**config.mk**
```make
export PLATFORM = sky130hd
export DESIGN_NAME = add_sub_normalize
export DESIGN_NICKNAME = d
export VERILOG_FILES = /design/src/rtl/add_sub_pkg.sv /design/src/rtl/add_sub_lzc.sv /design/src/rtl/add_sub_normalize.sv
export SDC_FILE = /design/constraint.sdc
export NUM_CORES = 1
export LEC_CHECK = 0
export CORE_ASPECT_RATIO = 2
export CORE_MARGIN = 5
export CORE_UTILIZATION = 35
export CTS_CLUSTER_DIAMETER = 150
export DETAILED_ROUTE_END_ITERATION = 12
export GPL_TIMING_DRIVEN = 0
export HOLD_SLACK_MARGIN = 0.03
export SYNTH_ARGS = -nofsm -noshare
export SYNTH_HDL_FRONTEND = slang
export SYNTH_SLANG_ARGS = --single-unit
```
**constraint.sdc**
```tcl
create_clock -name i_clk -period 5.1 [get_ports i_clk]
set_clock_uncertainty 0.1 [all_clocks]
set_input_delay 1.02 -clock i_clk [delete_from_list [all_inputs] [get_ports i_clk]]
set_output_delay 1.02 -clock i_clk [all_outputs]
set_load 0.1 [all_outputs]
```
**src/rtl/add_sub_pkg.sv**
```systemverilog
// Shared widths, constants and the stage-1 payload for the add/sub post-normalizer.
package add_sub_pkg;

  localparam int unsigned SIZE_EXP = 8;
  localparam int unsigned SIZE_SUM = 33;
  localparam int unsigned SIZE_MAN = SIZE_SUM - 1;
  localparam int unsigned SIZE_LZC = 6;
  localparam int unsigned SIZE_EXW = SIZE_EXP + 1;

  localparam logic [SIZE_EXP-1:0] EXP_MAX = 8'd255;

  typedef struct packed {
    logic                sign;
    logic [SIZE_EXP-1:0] exp;
    logic [SIZE_SUM-1:0] sum;
    logic                carry;
    logic [SIZE_LZC-1:0] lz;
    logic                allz;
  } s1_t;

endpackage

```
**src/rtl/add_sub_lzc.sv**
```systemverilog
// Combinational leading-zero counter; count equals the width when no bit is set.
module add_sub_lzc
  import add_sub_pkg::*;
(
  input  logic [SIZE_MAN-1:0] data,
  output logic [SIZE_LZC-1:0] count,
  output logic                all_zero
);

  // Ascending scan so the highest set bit wins.
  always_comb begin
    count = SIZE_LZC'(SIZE_MAN);
    for (int i = 0; i < int'(SIZE_MAN); i++) begin
      if (data[i]) count = SIZE_LZC'(int'(SIZE_MAN) - 1 - i);
    end
  end

  assign all_zero = ~|data;

endmodule

```
**src/rtl/add_sub_normalize.sv**
```systemverilog
// Two-stage elastic normalizer: stage 1 finds the leading one, stage 2 shifts
// it out and adjusts the exponent, flagging zero, underflow and overflow.
module add_sub_normalize
  import add_sub_pkg::*;
(
  input  logic                i_clk,
  input  logic                i_rst,
  input  logic                i_valid,
  output logic                o_ready,
  input  logic                i_sign,
  input  logic [SIZE_EXP-1:0] i_exp,
  input  logic [SIZE_SUM-1:0] i_sum,
  output logic                o_valid,
  input  logic                i_ready,
  output logic                o_sign,
  output logic [SIZE_EXP-1:0] o_exp,
  output logic [SIZE_MAN-1:0] o_man,
  output logic                o_zero,
  output logic                o_underflow,
  output logic                o_exp_ov
);

  logic                s1_valid;
  s1_t                 s1_q;
  logic                s1_en;
  logic                s2_en;
  logic [SIZE_LZC-1:0] lz_cnt;
  logic                lz_allz;

  assign s2_en   = ~o_valid | i_ready;
  assign s1_en   = ~s1_valid | s2_en;
  assign o_ready = s1_en;

  add_sub_lzc u_lzc (
    .data     (i_sum[SIZE_MAN-1:0]),
    .count    (lz_cnt),
    .all_zero (lz_allz)
  );

  // Stage 1: capture operand and leading-zero information.
  always_ff @(posedge i_clk or posedge i_rst) begin
    if (i_rst) begin
      s1_valid <= 1'b0;
      s1_q     <= '0;
    end else if (s1_en) begin
      s1_valid <= i_valid;
      if (i_valid) begin
        s1_q.sign  <= i_sign;
        s1_q.exp   <= i_exp;
        s1_q.sum   <= i_sum;
        s1_q.carry <= i_sum[SIZE_SUM-1];
        s1_q.lz    <= lz_cnt;
        s1_q.allz  <= lz_allz & ~i_sum[SIZE_SUM-1];
      end
    end
  end

  logic                n_sign;
  logic [SIZE_EXP-1:0] n_exp;
  logic [SIZE_MAN-1:0] n_man;
  logic                n_zero;
  logic                n_uf;
  logic                n_ov;
  logic [SIZE_EXW-1:0] exp_w;
  logic [SIZE_EXW-1:0] exp_inc;
  logic [SIZE_EXW-1:0] lz_w;
  logic [SIZE_EXW-1:0] exp_sub;
  logic [SIZE_LZC-1:0] shamt;

  // Stage 2 next values; exponent math is one bit wider so nothing wraps.
  always_comb begin
    exp_w   = SIZE_EXW'(s1_q.exp);
    exp_inc = exp_w + SIZE_EXW'(1);
    lz_w    = SIZE_EXW'(s1_q.lz);
    exp_sub = exp_w - lz_w;
    shamt   = s1_q.lz + SIZE_LZC'(1);

    n_sign = s1_q.sign;
    n_exp  = '0;
    n_man  = '0;
    n_zero = 1'b0;
    n_uf   = 1'b0;
    n_ov   = 1'b0;

    if (s1_q.allz) begin
      n_zero = 1'b1;
      n_sign = 1'b0;
    end else if (s1_q.carry) begin
      if (exp_inc >= SIZE_EXW'(EXP_MAX)) begin
        n_exp = EXP_MAX;
        n_ov  = 1'b1;
      end else begin
        n_exp = SIZE_EXP'(exp_inc);
        n_man = s1_q.sum[SIZE_MAN-1:0];
      end
    end else if (exp_w <= lz_w) begin
      n_uf = 1'b1;
    end else begin
      n_exp = SIZE_EXP'(exp_sub);
      n_man = s1_q.sum[SIZE_MAN-1:0] << shamt;
    end
  end

  // Stage 2: output register, held while downstream stalls.
  always_ff @(posedge i_clk or posedge i_rst) begin
    if (i_rst) begin
      o_valid     <= 1'b0;
      o_sign      <= 1'b0;
      o_exp       <= '0;
      o_man       <= '0;
      o_zero      <= 1'b0;
      o_underflow <= 1'b0;
      o_exp_ov    <= 1'b0;
    end else if (s2_en) begin
      o_valid <= s1_valid;
      if (s1_valid) begin
        o_sign      <= n_sign;
        o_exp       <= n_exp;
        o_man       <= n_man;
        o_zero      <= n_zero;
        o_underflow <= n_uf;
        o_exp_ov    <= n_ov;
      end
    end
  end

endmodule

```
==> impl_metrics.env <==
export IMPL_outcome="finished clean"
export IMPL_instances_no_fill=979
export IMPL_cp_top_family="buffers and inverters"
export IMPL_clockBufferDepth=2
export IMPL_hold_path_endpoint="o_exp[0]$_DFFE_PP0P_"
export IMPL_num_rows=69
export IMPL_ir_drop_v=0.000285
export IMPL_drc=0
export IMPL_avgSynthCellArea_um2=9.59
export IMPL_cp_slowest_cell="clkdlybuf4s50_1"
export IMPL_vias_per_cell=5.98
export IMPL_port_buffer_count=91
export IMPL_worst_ep_required_time_ns=3.98
export IMPL_placed_area_um2=7520
export IMPL_path_max_fanout=3
export IMPL_crit_path_max_incr_delay_ns=1.15
export IMPL_drtPass1Iterations=5
export IMPL_first_global_vias=6082
export IMPL_gp_congestion=0.973
export IMPL_use_met1=0.248
export IMPL_io_pins=92
export IMPL_hold_violations=0
export IMPL_track_usage=0.229
export IMPL_power_density_nw_per_um2=488
export IMPL_dr_total_vias=5850
export IMPL_rsz0062_at_grt="no"
export IMPL_grt_max_degree=61
export IMPL_grt_busiest_layer="met2"
export IMPL_finalSetupViolations=0
export IMPL_antenna_left=0
export IMPL_critical_path_arrival_ns=2.80
export IMPL_synthArstFlopShare=1.00
export IMPL_ys_types=66
export IMPL_synth_seq_cells=95
export IMPL_clock_latency_ns=0.35
export IMPL_placed_cells=963
export IMPL_cts_max_level=3
export IMPL_ys_warn_count=0
export IMPL_critPathKind="input port to output pin"
export IMPL_cts_root_buffer_cell="clkbuf_16"
export IMPL_met3_usage=0.0261
export IMPL_syn_area_um2=6310
export IMPL_rrSetupSlack_ns=1.57
export IMPL_worstSetupEndpointType="output pin"
export IMPL_timing_rr_start="exp_w[0]$_DFFE_PP0P_"
export IMPL_finalPower_w=0.00380
export IMPL_area_delta_synth_final_pct=23.5
export IMPL_max_freq_ghz=0.255
export IMPL_die_h_um=200
export IMPL_fin_hold_ws_ns=0.377
export IMPL_crit_path_start_kind="input port"
export IMPL_min_path_cells=2
export IMPL_hp_class="flip-flop to flip-flop"
export IMPL_antenna_found_initial=0
export IMPL_cts_tree="yes"
export IMPL_post_cts_repair_setup_buffers=0
export IMPL_worst_path_buf_inv=2
export IMPL_core_area_um2=17800
export IMPL_path_common_cell="clkdlybuf4s50_1"
export IMPL_drive_gt1_frac=0.132
export IMPL_antenna_cells=0
export IMPL_cts_resized=0
export IMPL_slew_headroom=0.238
export IMPL_ys_seq_area_frac=0.377
export IMPL_worst_pin_slew_ns=1.13
export IMPL_cap_violations=0
export IMPL_wl_per_cell_um=24.4
export IMPL_ctsHoldBuffers=0
export IMPL_syn_nets=714
export IMPL_fp_dieW_um=105
export IMPL_fin_crit_ns=3.92
export IMPL_ys_flop_type="dfrtp_1"
export IMPL_gr_usage_met2=0.432
export IMPL_overflow=0
export IMPL_die_area_um2=21000
export IMPL_layout_nets=817
export IMPL_drt_initial_drc_count=403
export IMPL_hpwlAfterDp_um=19300
export IMPL_final_area_um2=7800
export IMPL_initial_core_util=0.355
export IMPL_clkTransAtPathRegs_ns=0.07
export IMPL_routed_wl_um=23900
export IMPL_slew_violations=0
export IMPL_worstHoldStart="o_exp[0]$_DFFE_PP0P_"
export IMPL_cts_buffers=9
export IMPL_syn_inst=658
export IMPL_r2r_end="o_man[1]$_DFFE_PP0P_"
export IMPL_reg2reg_depth=11
export IMPL_fill_cells=1777
export IMPL_fin_crit_sh=0.769
export IMPL_cts_sinks=95
export IMPL_cp_cell_sequence="clkdlybuf4s50_1 -> nand3b_1 -> clkdlybuf4s50_1"
export IMPL_grt_pass1_wl_um=36700
export IMPL_synth_edff_count=0
export IMPL_power_leakage_nw=3.16
## through the flow
| stage | utilization | worst slack (ns) | TNS [ns] |
|---|---|---|---|
| 5_1_grt | 0.438 | 1.12 | 0 |
| 3_5_place_dp | 0.423 | 1.19 | 0 |
| 3_3_place_gp | 0.421 | -0.00555 | -0.0903 |
| 4_1_cts | 0.438 | 1.17 | 0 |
| 6_report | 0.438 | 1.18 | 0 |
| 2_1_floorplan | - | 1.50 | 0 |
## Yosys cell counts (all sizes together) (8+ instances only)
master / number / area [µm²]
nand2: 96 / 360
nand2b: 11 / 68.8
mux2: 45 / 507
nor3: 9 / 50.1
a22oi: 12 / 90.1
a211oi: 10 / 75.1
nand3: 20 / 105
mux4: 21 / 510
mux2i: 16 / 160
a21oi: 37 / 193
xnor2: 8 / 70.1
o211ai: 13 / 97.6
inv: 22 / 82.6
buf: 23 / 151
o21ai: 55 / 275
nor2: 40 / 150
ha: 9 / 113
dfrtp: 95 / 2380
clkbuf: 19 / 72.6
## layer usage
metal  wire length, µm  share of wire
met1              8680           0.36
met2             13300           0.56
met3               893          0.037
met4               977          0.041
met5                 0              0
## state kept, by name, indices dropped and copies added, names as in the netlist
register	count
o_exp_ov	1
o_sign	1
o_exp	8
exp_w	8
o_valid	1
s1_q	35
o_underflow	1
s1_valid	1
o_zero	1
o_man	32
lz_w	6
## final cells by class
cell class / count / area [µm²] / area share
multi-input cells: 499 / 3630 / 0.465
flip-flops and latches: 95 / 2380 / 0.305
repair buffers: 92 / 938 / 0.120
well taps: 213 / 267 / 0.0342
clock buffers: 13 / 260 / 0.0334
plain buffers: 42 / 224 / 0.0287
inverters: 22 / 85.1 / 0.0109
clock inverters: 3 / 17.5 / 0.00225
## cell usage in the layout, fill, tap and decap left out, types with 12 or more instances in the layout
| master | synthesis | layout |
|---|---|---|
| a21oi_1 | 35 | 35 |
| a22oi_1 | 12 | 12 |
| buf_2 | 14 | 14 |
| clkbuf_1 | 18 | 20 |
| clkdlybuf4s50_1 | 0 | 91 |
| dfrtp_1 | 95 | 95 |
| inv_1 | 22 | 21 |
| mux2_2 | 45 | 45 |
| mux2i_1 | 16 | 16 |
| nand2_1 | 96 | 96 |
| nand3_1 | 19 | 19 |
| nor2_1 | 40 | 40 |
| o211ai_1 | 13 | 13 |
| o21ai_0 | 53 | 53 |
## tightest hold or removal path: stages (launching register included)
cell and delay [ns]:
dfrtp_1 0.34, nand2_1 0.05, nand2_1 0.05
## logic make-up after synthesis
kind of cell / synth area share
compound gates: 0.203
xor+xnor: 0.0167
fa+ha+maj: 0.0210
buf+inv: 0.0486
flops: 0.377
mux: 0.187
simple gates: 0.148
## worst max path at each step
stage             from               endpoint  slack (ns)  depth (start not counted)
6_report       i_ready                o_ready        1.18                          3
5_1_grt        i_ready                o_ready        1.12                          3
4_1_cts        i_ready                o_ready        1.17                          3
3_5_place_dp   i_ready                o_ready        1.19                          3
3_3_place_gp     i_rst  o_man[18]$_DFFE_PP0P_      -0.006                          2
2_1_floorplan    i_rst   exp_w[0]$_DFFE_PP0P_        1.50                          1
## power breakdown
group,leakage [nW],total (W),switching [W],internal (W)
clock network,0.136,0.000652,0.000295,0.000356
registers,1.16,0.00108,0.000170,0.000914
logic,1.86,0.00207,0.00145,0.000622
total,3.16,0.00380,0.00191,0.00189
No activity file was read; power rests on OpenSTA's default activity.
